## src/rtl/risc_kgp_pkg.sv

```systemverilog
// Shared fetch-side constants: widths, reset PC, PC step, NOP, opcode field.
package risc_kgp_pkg;

  localparam int unsigned ADDR_W_DEF   = 32;
  localparam logic [31:0] RESET_PC_DEF = 32'h0000_0000;
  localparam int unsigned PC_INC_DEF   = 1;

  localparam int unsigned INSTR_W = 32;
  localparam logic [INSTR_W-1:0] NOP_INSTR = 32'h0000_0000;

  localparam int unsigned OPCODE_MSB = 31;
  localparam int unsigned OPCODE_LSB = 27;

  function automatic logic [OPCODE_MSB-OPCODE_LSB:0] opcode_of(input logic [INSTR_W-1:0] instr);
    return instr[OPCODE_MSB:OPCODE_LSB];
  endfunction

endpackage

```

## src/rtl/fetch_buffer.sv

```systemverilog
// 2-entry fetch FIFO; entry 0 is always the head, so head outputs come straight from flops.
module fetch_buffer
  import risc_kgp_pkg::*;
#(
  parameter int unsigned DATA_W = INSTR_W,
  parameter int unsigned PC_W   = ADDR_W_DEF
) (
  input  logic              clk,
  input  logic              reset,
  input  logic              flush_i,
  input  logic              push_i,
  input  logic [DATA_W-1:0] push_instr_i,
  input  logic [PC_W-1:0]   push_pc_i,
  input  logic              pop_i,
  output logic [1:0]        count_o,
  output logic              valid_o,
  output logic [DATA_W-1:0] head_instr_o,
  output logic [PC_W-1:0]   head_pc_o
);

  logic [1:0]        count_q, count_d;
  logic [DATA_W-1:0] instr0_q, instr0_d, instr1_q, instr1_d;
  logic [PC_W-1:0]   pc0_q, pc0_d, pc1_q, pc1_d;

  // Pop shifts entry 1 forward first; a push then lands in the first free slot.
  always_comb begin
    count_d  = count_q;
    instr0_d = instr0_q;
    instr1_d = instr1_q;
    pc0_d    = pc0_q;
    pc1_d    = pc1_q;
    if (flush_i) begin
      count_d = '0;
    end else begin
      if (pop_i && (count_q != 2'd0)) begin
        instr0_d = instr1_q;
        pc0_d    = pc1_q;
        count_d  = count_q - 2'd1;
      end
      if (push_i) begin
        if (count_d == 2'd0) begin
          instr0_d = push_instr_i;
          pc0_d    = push_pc_i;
        end else begin
          instr1_d = push_instr_i;
          pc1_d    = push_pc_i;
        end
        count_d = count_d + 2'd1;
      end
    end
  end

  always_ff @(posedge clk) begin
    if (reset) begin
      count_q  <= '0;
      instr0_q <= '0;
      instr1_q <= '0;
      pc0_q    <= '0;
      pc1_q    <= '0;
    end else begin
      count_q  <= count_d;
      instr0_q <= instr0_d;
      instr1_q <= instr1_d;
      pc0_q    <= pc0_d;
      pc1_q    <= pc1_d;
    end
  end

  // Upstream credit logic must never push into a full buffer without a pop.
  always_ff @(posedge clk) begin
    if (!reset && !flush_i) begin
      assert (!(push_i && !pop_i && (count_q == 2'd2)));
    end
  end

  assign count_o      = count_q;
  assign valid_o      = (count_q != 2'd0);
  assign head_instr_o = instr0_q;
  assign head_pc_o    = pc0_q;

endmodule

```

## src/rtl/fetch_unit.sv

```systemverilog
// Instruction fetch: PC, credit-based issue to 1-cycle imem, redirect squash.
// Optional stall_count output enabled by FETCH_STALL_CNT_EN.
module fetch_unit
  import risc_kgp_pkg::*;
#(
  parameter int unsigned        ADDR_W   = ADDR_W_DEF,
  parameter logic [ADDR_W-1:0]  RESET_PC = ADDR_W'(RESET_PC_DEF),
  parameter int unsigned        PC_INC   = PC_INC_DEF
) (
  input  logic               clk,
  input  logic               reset,
  output logic               imem_en,
  output logic [ADDR_W-1:0]  imem_addr,
  input  logic [INSTR_W-1:0] imem_rdata,
  input  logic               redirect_valid,
  input  logic [ADDR_W-1:0]  redirect_target,
  output logic               instr_valid,
  output logic [INSTR_W-1:0] instr,
  output logic [ADDR_W-1:0]  instr_pc,
`ifdef FETCH_STALL_CNT_EN
  output logic [31:0]        stall_count,
`endif
  input  logic               instr_ready
);

  logic [ADDR_W-1:0] pc_q, pc_d;
  logic [ADDR_W-1:0] req_pc_q, req_pc_d;
  logic              inflight_q, inflight_d;
  logic              squash_q, squash_d;
  logic [1:0]        count;
  logic              accept;
  logic              issue;
  logic              push;
  logic [2:0]        occupancy;

  assign accept    = instr_valid & instr_ready;
  // Slots committed after this cycle's pop: buffered plus the response still in flight.
  assign occupancy = {1'b0, count} + {2'b00, inflight_q} - {2'b00, accept};
  assign issue     = !reset && !redirect_valid && (occupancy < 3'd2);
  assign push      = inflight_q && !squash_q;

  assign imem_en   = issue;
  assign imem_addr = pc_q;

  // Next PC, in-flight tracking and squash flag; redirect outranks sequential issue.
  always_comb begin
    pc_d       = pc_q;
    req_pc_d   = req_pc_q;
    inflight_d = 1'b0;
    squash_d   = redirect_valid;
    if (redirect_valid) begin
      pc_d = redirect_target;
    end else if (issue) begin
      pc_d       = pc_q + ADDR_W'(PC_INC);
      req_pc_d   = pc_q;
      inflight_d = 1'b1;
    end
  end

  // Fetch state registers.
  always_ff @(posedge clk) begin
    if (reset) begin
      pc_q       <= RESET_PC;
      req_pc_q   <= '0;
      inflight_q <= 1'b0;
      squash_q   <= 1'b0;
    end else begin
      pc_q       <= pc_d;
      req_pc_q   <= req_pc_d;
      inflight_q <= inflight_d;
      squash_q   <= squash_d;
    end
  end

  fetch_buffer #(
    .DATA_W (INSTR_W),
    .PC_W   (ADDR_W)
  ) u_buffer (
    .clk          (clk),
    .reset        (reset),
    .flush_i      (redirect_valid),
    .push_i       (push),
    .push_instr_i (imem_rdata),
    .push_pc_i    (req_pc_q),
    .pop_i        (accept),
    .count_o      (count),
    .valid_o      (instr_valid),
    .head_instr_o (instr),
    .head_pc_o    (instr_pc)
  );

`ifdef FETCH_STALL_CNT_EN
  logic [31:0] stall_q, stall_d;

  // Saturating count of cycles where decode holds off a valid instruction.
  always_comb begin
    stall_d = stall_q;
    if (instr_valid && !instr_ready && (stall_q != '1)) begin
      stall_d = stall_q + 32'd1;
    end
  end

  always_ff @(posedge clk) begin
    if (reset) begin
      stall_q <= '0;
    end else begin
      stall_q <= stall_d;
    end
  end

  assign stall_count = stall_q;
`endif

endmodule

```

## config.mk

```make
export PLATFORM = sky130hd
export DESIGN_NAME = fetch_unit
export DESIGN_NICKNAME = d
export VERILOG_FILES = /design/src/rtl/risc_kgp_pkg.sv /design/src/rtl/fetch_buffer.sv /design/src/rtl/fetch_unit.sv
export SDC_FILE = /design/constraint.sdc
export NUM_CORES = 1
export LEC_CHECK = 0
export ABC_AREA = 1
export CAP_MARGIN = 0
export CORE_AREA = 2 2 170 172
export CTS_CLUSTER_SIZE = 12
export DETAILED_ROUTE_END_ITERATION = 8
export DIE_AREA = 0 0 172 174
export MAX_ROUTING_LAYER = met4
export SLEW_MARGIN = 30
export SYNTH_ARGS = -nofsm -noshare
export SYNTH_HDL_FRONTEND = slang
export SYNTH_HIERARCHICAL = 1
export SYNTH_SLANG_ARGS = --single-unit
```

## constraint.sdc

```tcl
create_clock -name clk -period 3.24 [get_ports clk]
set_clock_uncertainty 0.05 [all_clocks]
set_input_delay 0.648 -clock clk [delete_from_list [all_inputs] [get_ports clk]]
set_output_delay 0.648 -clock clk [all_outputs]
set_load 0.005 [all_outputs]
```

==> impl_summary.log <==
[metrics] status: complete, no violations
[metrics] gr ovfl total: 0
[metrics] buffer and inverter count on the worst path: 5
[metrics] post-detail-place hpwl: 18.64 mm
[metrics] CP Launch Type: register
[metrics] Net count, final: 1692
[metrics] number of synthesized register bits: 196
[metrics] Vert. Die Dim: 174 um
[metrics] clock slew at the register clock pins of the worst setup and hold paths: 0.08 ns
[metrics] last weighted congestion value of the routability-driven placer: 0.8427
[metrics] number of buffers created by CTS: 17
[metrics] clk_lat worst skew: 0.43 ns
[metrics] cell seen most often among critical-path stages: sky130_fd_sc_hd__inv_2
[metrics] slowest cell delay on critical path: 0.50 ns
[metrics] yosys synthesis warning count: 6
[metrics] maximum number of pins on one net before global-route repair: 87
[metrics] clk buf depth: 2
[metrics] final routed wire length divided by cell count: 14.62 um
[metrics] Period Utilization, post-route: 98.51%
[metrics] kind of critical path: reg2out
[metrics] compound-cell area share of the yosys netlist: 10.94%
[metrics] critical path required time: 2.54 ns
[metrics] highest clock rate: 0.3133 GHz
[metrics] Pwr per Cell Area: 451.4 nW/um2
[metrics] vias in the first global route: 9126
[metrics] initial drt markers: 674
[metrics] Final setup violation count: 0
[metrics] CTS H-Tree Depth: 4
[metrics] maximum fanout along the worst path: 2
[metrics] GR met1 Demand/Resource: 27.24%
[metrics] Initial Utilization: 34.38%
[metrics] Worst path slowest cell: sky130_fd_sc_hd__fa_1
[metrics] time the worst path needs with I/O delays and setup: 3.192 ns
[metrics] Routed Wire Length: 29.48 mm
[metrics] met3 demand-to-capacity share in global routing: 3.051%
[metrics] CP arrival: 2.49 ns
[metrics] multiplexer area fraction after synthesis: 0%
[metrics] overall die width: 172 um
[metrics] area share of fa/ha/maj cells after synthesis: 0.7217%
[metrics] simple-gate share of the synthesized area: 39.76%
[metrics] die outline area: 29930 um2
[metrics] Root Buffer: sky130_fd_sc_hd__clkbuf_16
[metrics] leakage: 5.158 nW
[metrics] hold-fix buffer count after cts: 0
[metrics] dominant cells by area after synthesis: sky130_fd_sc_hd__dfxtp_1 40%, sky130_fd_sc_hd__nand2_1 14%, sky130_fd_sc_hd__nor2_1 12%
[metrics] total global routing track utilization: 20.29%
[metrics] GR Layer Usage met2: 32.58%
[metrics] TritonCTS clock tree: built
[metrics] Cell Count Post-Placement: 1982
[metrics] setup repair after global routing missed its margin: true
[metrics] routing layer with the top usage in global route: met2
[metrics] total core area: 28240 um2
[metrics] iteration count of the initial detailed-routing pass: 5
[metrics] number of placed I/O pins: 166
[metrics] number of distinct library cells after synthesis: 37
[metrics] number of clock sinks: 196
[metrics] Hold Path Class: reg2reg
[metrics] transition time of the tightest slew-check pin: 0.8773 ns
[metrics] # DRC: 0
[metrics] Syn-to-layout area delta: 27.34%
[metrics] Core Util, Final: 43.78%
[metrics] max-slew violation total from the final report: 0
[metrics] netlist area before placement: 9708 um2
[metrics] portion of synthesized cell area occupied by the leading cell type: 40.42%
[metrics] FILL cells: 2978
[metrics] cells along the critical path: inv_2 -> ha_4 -> inv_2 -> nand2_2 -> inv_2 -> ha_4 -> or2_4 -> fa_1 -> nand2_2 -> nor2_2 -> nand2_2 -> inv_2 -> buf_2
[metrics] count of endpoints failing hold in the final timing report: 0
[metrics] global-route wire length before repair: 47.62 mm
[metrics] Cells after Synth: 1492
[metrics] Final Non-Filler Cells: 2016
[metrics] dominant delay contributor by cell family on the critical path: adder cells
[metrics] per-cell via count in the routed design: 4.895
[metrics] xor/xnor share of the synthesized area: 0.09022%
[metrics] maximum vdd ir drop: 0.0002505 V
[metrics] largest family of logic cells by synthesized area: simple AND/OR/NAND/NOR gates
[metrics] max-capacitance violation count: 0
[metrics] number of antenna-violating nets in the routed design: 0
[metrics] share of the yosys chip area belonging to registers: 40.42%
[metrics] number of rows in the core area: 62
[metrics] share of post-route cells with drive strength above 1: 7.721%
[metrics] Via Count: 9869
[metrics] endpoint kind of the worst setup timing path: output pin
[metrics] antenna violations before repair: 0
[metrics] Synth Net Count: 1565
[metrics] biggest area consumer among synthesized cells: sky130_fd_sc_hd__dfxtp_1
[metrics] number of buffer cells added on primary ports: 165
[metrics] n_diodes: 0
[metrics] Hold Slack: 0.4252 ns
[metrics] synthesized area divided by synthesized cell count: 6.507 um2
[metrics] relative max-transition margin: 41.51%
## state kept, by name, summed over array words and instances (netlist names)
| signal | flops |
|---|---|
| imem_addr | 32 |
| req_pc_q | 32 |
| u_buffer/head_instr_o | 32 |
| u_buffer/head_pc_o | 32 |
| u_buffer/instr1_q | 32 |
| u_buffer/pc1_q | 32 |
| u_buffer/count_o | 2 |
| inflight_q | 1 |
| squash_q | 1 |
## logic make-up (layout without fill, tap and decap cells)
group | count (synthesis) | after routing
DFF | 196 | 196
and+or+nand+nor | 909 | 909
xor gates and xnor gates | 1 | 1
AOI/OAI and AO/OA | 205 | 205
buffers and inverters | 176 | 316
adders and majority gates | 5 | 5
## synth_stat cells
cell,number
sky130_fd_sc_hd__nor3b_1,2
sky130_fd_sc_hd__buf_1,1
sky130_fd_sc_hd__nor2_2,11
sky130_fd_sc_hd__a31oi_1,3
sky130_fd_sc_hd__a21boi_0,1
sky130_fd_sc_hd__o22ai_1,2
sky130_fd_sc_hd__clkbuf_1,38
sky130_fd_sc_hd__nand2_1,352
sky130_fd_sc_hd__inv_1,73
sky130_fd_sc_hd__buf_4,6
sky130_fd_sc_hd__buf_6,5
sky130_fd_sc_hd__nand3_4,1
sky130_fd_sc_hd__a211oi_1,4
sky130_fd_sc_hd__nor3_2,1
sky130_fd_sc_hd__nand2_4,1
sky130_fd_sc_hd__o21ai_0,92
sky130_fd_sc_hd__a21boi_1,2
sky130_fd_sc_hd__a22oi_1,2
sky130_fd_sc_hd__o211ai_1,3
sky130_fd_sc_hd__nor3_1,12
sky130_fd_sc_hd__nand3_2,1
sky130_fd_sc_hd__ha_1,4
sky130_fd_sc_hd__nand4_1,5
sky130_fd_sc_hd__buf_2,50
sky130_fd_sc_hd__nand3_1,178
sky130_fd_sc_hd__o21ai_1,1
sky130_fd_sc_hd__fa_1,1
sky130_fd_sc_hd__clkinv_1,1
sky130_fd_sc_hd__dfxtp_1,196
sky130_fd_sc_hd__nand2_2,3
sky130_fd_sc_hd__xor2_1,1
sky130_fd_sc_hd__inv_2,2
sky130_fd_sc_hd__nand3b_1,5
sky130_fd_sc_hd__or2_2,2
sky130_fd_sc_hd__nor2_1,322
sky130_fd_sc_hd__nor2_4,13
sky130_fd_sc_hd__a21oi_1,95
## layout by cell type, fill, tap and decap left out, types with 5 or more instances in the layout
cell type | netlist | final
sky130_fd_sc_hd__nor3_1 | 12 | 12
sky130_fd_sc_hd__clkdlybuf4s50_1 | 0 | 161
sky130_fd_sc_hd__buf_12 | 0 | 5
sky130_fd_sc_hd__inv_1 | 73 | 69
sky130_fd_sc_hd__inv_6 | 0 | 5
sky130_fd_sc_hd__clkbuf_16 | 0 | 17
sky130_fd_sc_hd__nor2_4 | 13 | 13
sky130_fd_sc_hd__dfxtp_1 | 196 | 194
sky130_fd_sc_hd__nor2_2 | 11 | 11
sky130_fd_sc_hd__nand3b_1 | 5 | 5
sky130_fd_sc_hd__nand2_1 | 352 | 348
sky130_fd_sc_hd__nand2_2 | 3 | 6
sky130_fd_sc_hd__a21oi_1 | 95 | 95
sky130_fd_sc_hd__buf_4 | 6 | 38
sky130_fd_sc_hd__nor2_1 | 322 | 322
sky130_fd_sc_hd__nand3_1 | 178 | 178
sky130_fd_sc_hd__nand4_1 | 5 | 5
sky130_fd_sc_hd__inv_2 | 2 | 7
sky130_fd_sc_hd__o21ai_0 | 92 | 92
## report_power, final
part	internal, mW	leakage (nW)	switching (mW)
clock network	1.03	0.283	1.07
logic	0.392	3.28	0.454
registers	2.52	1.60	0.116
total	3.95	5.16	1.64
## layer usage
metal	routed length (um)	share of wire, %
met2	13480	46
met5	0	0
met3	1561	5.3
met4	220	0.75
met1	14220	48
## final timing paths
check / depth (start not counted) / slack (ns) / endpoint / from
setup / recovery: 13 / 0.05 / imem_en / u_buffer/count_o[0]
hold / removal: 2 / 0.43 / u_buffer/head_instr_o[2] / u_buffer/head_instr_o[2]
setup reg to reg: 16 / 0.16 / req_pc_q[25] / u_buffer/count_o[0]
hold reg to reg: 2 / 0.43 / u_buffer/head_instr_o[2] / u_buffer/head_instr_o[2]
## per-stage QoR
stage | setup TNS, ns | worst slack [ns] | instance area [um2] | total power, mW
after global placement | -71.93 | -0.6289 | 11730 | 3.517
final | 0 | 0.04833 | 12360 | 5.581
after CTS | 0 | 0.01840 | 12340 | 5.642
after detailed placement | -72.17 | -0.6562 | 11730 | 3.529
after global routing | -0.2689 | -0.06469 | 12360 | 5.854
after floorplan | 0 | 0.04431 | 9716 | 3.128
## worst min-delay path: cells and delay by family (launching register included)
| kind | cells | cell delay [ns] |
|---|---|---|
| AO/OA/AOI/OAI | 1 | 0.05 |
| flip-flops | 1 | 0.32 |
| AND/OR/NAND/NOR | 1 | 0.06 |
## layout make-up
cell class / count / area (um2) / area share [%]
Tap cell: 384 / 480.5 / 3.887
Clock buffer: 17 / 425.4 / 3.441
Multi-Input combinational cell: 1120 / 5050 / 40.85
Inverter: 76 / 285.3 / 2.308
Sequential cell: 196 / 3926 / 31.76
Timing Repair Buffer: 208 / 2039 / 16.50
Clock inverter: 15 / 155.1 / 1.255
## repair_timing
action / CTS / global route
pin swaps: 5 / 2
gates resized for setup: 13 / 6
buffers inserted: 1 / 1
setup endpoints to repair: 29 / 148
Note: power is estimated with default switching activity, not from simulation.
==> edit 1 (config.mk and constraints unchanged) <==
Take the reset off `instr0_q`, `instr1_q`, `pc0_q` and `pc1_q` and load them in a clocked block of their own.
--- a/src/rtl/fetch_buffer.sv
+++ b/src/rtl/fetch_buffer.sv
@@ -55,13 +55,12 @@
       count_q  <= '0;
-      instr0_q <= '0;
-      instr1_q <= '0;
-      pc0_q    <= '0;
-      pc1_q    <= '0;
     end else begin
       count_q  <= count_d;
-      instr0_q <= instr0_d;
-      instr1_q <= instr1_d;
-      pc0_q    <= pc0_d;
-      pc1_q    <= pc1_d;
     end
+  end
+
+  always_ff @(posedge clk) begin
+    instr0_q <= instr0_d;
+    instr1_q <= instr1_d;
+    pc0_q    <= pc0_d;
+    pc1_q    <= pc1_d;
   end
Function: differs if reset is asserted again (counterexample within 4 cycles, from zero or initial values and one cycle with reset high); with reset held inactive, the same outputs for 4 cycles.
==> edit 1 against the unedited design <==
- design area decreased by 4.3%
- sequential cell count unchanged
- count of clock-buffer cells in the layout rose by 1
- core utilization decreased by 1.9 points
- critical path depth did not move
- synthesized area fell by 5.8%
- via count shrank 25%
- maximum frequency rose by 1.4%
- total power is 7.5% higher
- wire length is 16% lower
- cell count fell by 23%
- setup slack improved by 44 ps
==> edit 1: results (changes against the unedited design) <==
* Outcome: completed
* Unique cell type count in the Yosys netlist at 34 (-8.1%)
* 1st-iter DRT viols at 627 (-7.0%)
* Final WL at 24660 µm (-16%)
* Commonest cells post-synth: 224 x nand2_1, 130 x nor2_1, 128 x edfxtp_1
* Pre-CTS WS at -512.5 ps (+143.7 ps)
* Mean Syn Cell Area at 9.079 µm² (+40%)
* Ys flop type: edfxtp_1
* Cts repair resizes at 7 (-6)
* Number of flops mapped to enable cells by yosys at 128 (+128)
* Area contributors post-synth: edfxtp_1 42%, dfxtp_1 15%, nand2_1 9.2%
* Post-Place Cell Area at 11210 µm² (-4.4%)
* Layout filler cell count at 2831 (-4.9%)
* Initial antenna violation count at 0 (unchanged)
* Inst Count DP at 1527 (-23%)
* Adder-cell share of the synthesized area at 0.7664% (+0.045 points)
* Post-DR vias/cell at 4.777 (-2.4%)
* Peak VDD IR at 0.3469 mV (+38%)
* Vias in the first global route at 7024 (-23%)
* Global-route wire length before repair at 38510 µm (-19%)
* Dpl hpwl at 16520 µm (-11%)
* Share of layout cells above drive strength 1 at 9.447% (+1.7 points)
* Post-CTS setup buffers at 0 (-1)
* GRT Util Overall at 16.88% (-3.4 points)
* Crit path max-delay cell type: fa_1
* Post-synthesis compound-gate area fraction at 8.855% (-2.1 points)
* Sw Pwr at 1501 µW (-8.2%)
* Worst EP arrival at 2450 ps (-40 ps)
* Routed length per instance at 15.82 µm (+8.2%)
* Post-Syn Nets at 1080 (-31%)
* Final Net Count at 1235 (-27%)
* Static leakage at 0.004509 µW (-13%)
* Drt pass-1 iters at 5 (unchanged)
* Clock Latency Late Sink at 430 ps (about the same)
* Sequential fraction of the synthesis area at 56.93% (+17 points)
* Top Family by Delay on Critical Path: adder cells
* Post-synth ARST share at 0% (unchanged)
* Placer Congestion at 0.8750 (+3.8%)
* Pin count of the biggest net entering global routing at 70 (-20%)
* Worst Max-Slew Pin Slew at 898.5 ps (+21.23 ps)
* Post-synthesis xor/xnor area fraction at 0.09580% (+0.0056 points)
* CP peak stage delay at 500 ps (about the same)
==> edit 1: cell count changes in the layout (fill, tap and decap cells not counted), moves of 64 or more <==
cell / change
a31oi_1: +64
a21oi_1: -64
nand2_1: -127
o21ai_0: -65
nor2_1: -192
dfxtp_1: -128
edfxtp_1: +128
==> edit 1: power groups by stage <==
stage / logic (µW) / registers, µW / clock network, µW
floorplan: 404 / 3000 / 0
global placement: 828 / 3020 / 0
detailed placement: 841 / 3030 / 0
CTS: 845 / 2970 / 2270
global route: 925 / 2990 / 2360
finish: 840 / 2970 / 2190
==> edit 1: stage by stage <==
stage / hold WS (ps) / utilization [%]
2_1_floorplan: 375.6 / -
3_3_place_gp: 397.0 / 39.68
3_5_place_dp: 398.9 / 39.68
4_1_cts: 412.2 / 41.86
5_1_grt: 435.6 / 41.91
6_report: 410.4 / 41.91
==> edit 1: per-layer routing <==
metal | vias to the layer above | track usage [%] | wire length [µm]
met5 | - | - | 0
met3 | 16 | 2.618 | 1026
li1 | 3740 | - | -
met2 | 212 | 25.00 | 11230
met1 | 3480 | 24.23 | 12190
met4 | 0 | 4.062 | 214
==> edit 1: path summary, 6_finish.rpt <==
check        depth (start not counted)  slack (ps)           endpoint           startpoint
max                                 13          90            imem_en  u_buffer/count_o[0]
min                                  0         410  u_buffer/pc1_q[8]          req_pc_q[8]
min reg2reg                          0         410  u_buffer/pc1_q[8]          req_pc_q[8]
max reg2reg                         18         290      imem_addr[27]  u_buffer/count_o[0]
==> edit 1: final cells by class <==
class                      instances  area [µm²]  area share [%]
clock buffer                      18       429.2           3.626
clock inverter                    14       177.7           1.501
inverter                          75       284.0           2.400
multi-input combinational        675        3307           27.94
sequential                       196        5207           44.00
tap                              384       480.5           4.060
timing repair buffer             197        1949           16.47
==> edit 2 (config.mk and constraints unchanged) <==
Made on the original files. Build with the macro `FETCH_STALL_CNT_EN` defined.
--- a/src/rtl/fetch_unit.sv
+++ b/src/rtl/fetch_unit.sv
@@ -2,2 +2,4 @@
 // Optional stall_count output enabled by FETCH_STALL_CNT_EN.
+`define FETCH_STALL_CNT_EN
+
 module fetch_unit
Formal check against the unedited RTL (old outputs only; new: stall_count): equivalent (Yosys induction, for registers that start in step).
==> edit 2 against the unedited design <==
- sequential share of layout area decreased by 0.68 points
- via count increased by 21%
- sequential power increased by 16%
- synthesized area increased by 18%
- maximum frequency decreased by 0.89%
- setup slack got worse by 29 ps
- design area increased by 19%
- wire length increased by 18%
- sequential cell count increased by 32
- total power increased by 20%
- critical path depth unchanged
- first-iteration DRC count increased by 29%
==> edit 2: results (changes against the unedited design) <==
* Post-Place Cell Area at 13820 µm² (+18%)
* Fin Hold WS at 428.9 ps (+3.741 ps)
* Switching part of the total at 26.06% (-3.2 points)
* Critical path endpoint: imem_en
* Vias in the first global route at 11029 (+21%)
* Fraction of met1 tracks used by global routing at 33.44% (+6.2 points)
* Area contributors post-synth: dfxtp_1 40%, nand2_1 15%, nor2_1 13%
* TritonCTS Buffers at 26 (+9)
* Global-route wire length before repair at 56170 µm (+18%)
* Pre-CTS WS at -541.4 ps (+114.9 ps)
* Static leakage at 0.005879 µW (+14%)
* Layout filler cell count at 2900 (-2.6%)
* Multi-input gate area at 6110 µm² (+21%)
* Clock Pin Slew Worst Setup and Hold Paths at 60 ps (-20 ps)
* Inst Count DP at 2311 (+17%)
* Post-Syn Nets at 1872 (+20%)
* Flop pwr share at 45.4% (-1.8 points)
* Logic gate share of total power at 12.8% (-2.4 points)
* Final WL at 34900 µm (+18%)
* Max clock buf depth at 3 (+1)
* Final Net Count at 2032 (+20%)
* Unique cell type count in the Yosys netlist at 38 (+2.7%)
* Clock Latency Late Sink at 520 ps (+90 ps)
* Rel. slew slack at 44.01% (+2.5 points)
* DR WL met3 at 2041 µm (+31%)
* Post-Syn Instances at 1798 (+21%)
* Metal-1 WL at 17210 µm (+21%)
* Cts repair resizes at 15 (+2)
* Crit path max-delay cell type: fa_1
* Routing usage on met2 at 35.64% (+3.1 points)
* Outcome: completed
* GRT Util Overall at 23.41% (+3.1 points)
* CP peak stage delay at 500 ps (about the same)
* Via count at 11924 (+21%)
* Pin count of the biggest net entering global routing at 162 (+86%)
* Placer Congestion at 0.8945 (+6.1%)
* Final min period at 3220 ps (+28.52 ps)
* Worst EP arrival at 2520 ps (+30 ps)
* Post-CTS setup buffers at 3 (+2)
* Htree depth at 1 (-3)
* Sequential fraction of the synthesis area at 39.74% (-0.68 points)
* Worst r2r dst: req_pc_q[18]
* IO buf count at 197 (+19%)
* Peak VDD IR at 0.3791 mV (+51%)
* Share of layout cells above drive strength 1 at 5.719% (-2.0 points)
* Finished Layout Cells at 2360 (+17%)
* Commonest cells post-synth: 473 x nand2_1, 401 x nor2_1, 228 x dfxtp_1
* Met2 WL at 15040 µm (+12%)
* Endpoint, Worst Hold: u_buffer/head_instr_o[13]
* 1st-iter DRT viols at 872 (+29%)
* Internal cell power at 4948 µW (+25%)
* Hold Crit Start: u_buffer/head_instr_o[13]
* Dpl hpwl at 22250 µm (+19%)
==> edit 2: changes by cell type after synthesis, moves of 14 or more <==
cell	delta
nand2_1	+121
nor2_1	+79
dfxtp_1	+32
a21oi_1	+18
clkbuf_1	+16
inv_1	+16
xor2_1	+16
o21ai_0	+14
==> edit 2: logic make-up (layout without fill, tap and decap cells) <==
group           Yosys count  in the layout  share of synthesized area (%)
simple gates           1095           1095                          39.00
compound gates          246            246                          11.32
flops                   228            228                          39.74
buf+inv                 200            378                          7.473
xor+xnor                 23             23                          1.754
fa+ha+maj                 6              6                         0.7190
==> edit 2: layout make-up <==
class	instances	area share (%)
well taps	384	3.270
multi-input cells	1370	41.59
inverters	93	2.376
flip-flops and latches	228	31.08
clock buffers	40	5.272
repair buffers	239	16.21
clock inverters	6	0.2044
==> edit 2: worst min-delay path, cell delays in order (launching register included) <==
cell     delay (ps)
dfxtp_1         310
nand2_1          60
a21oi_1          60
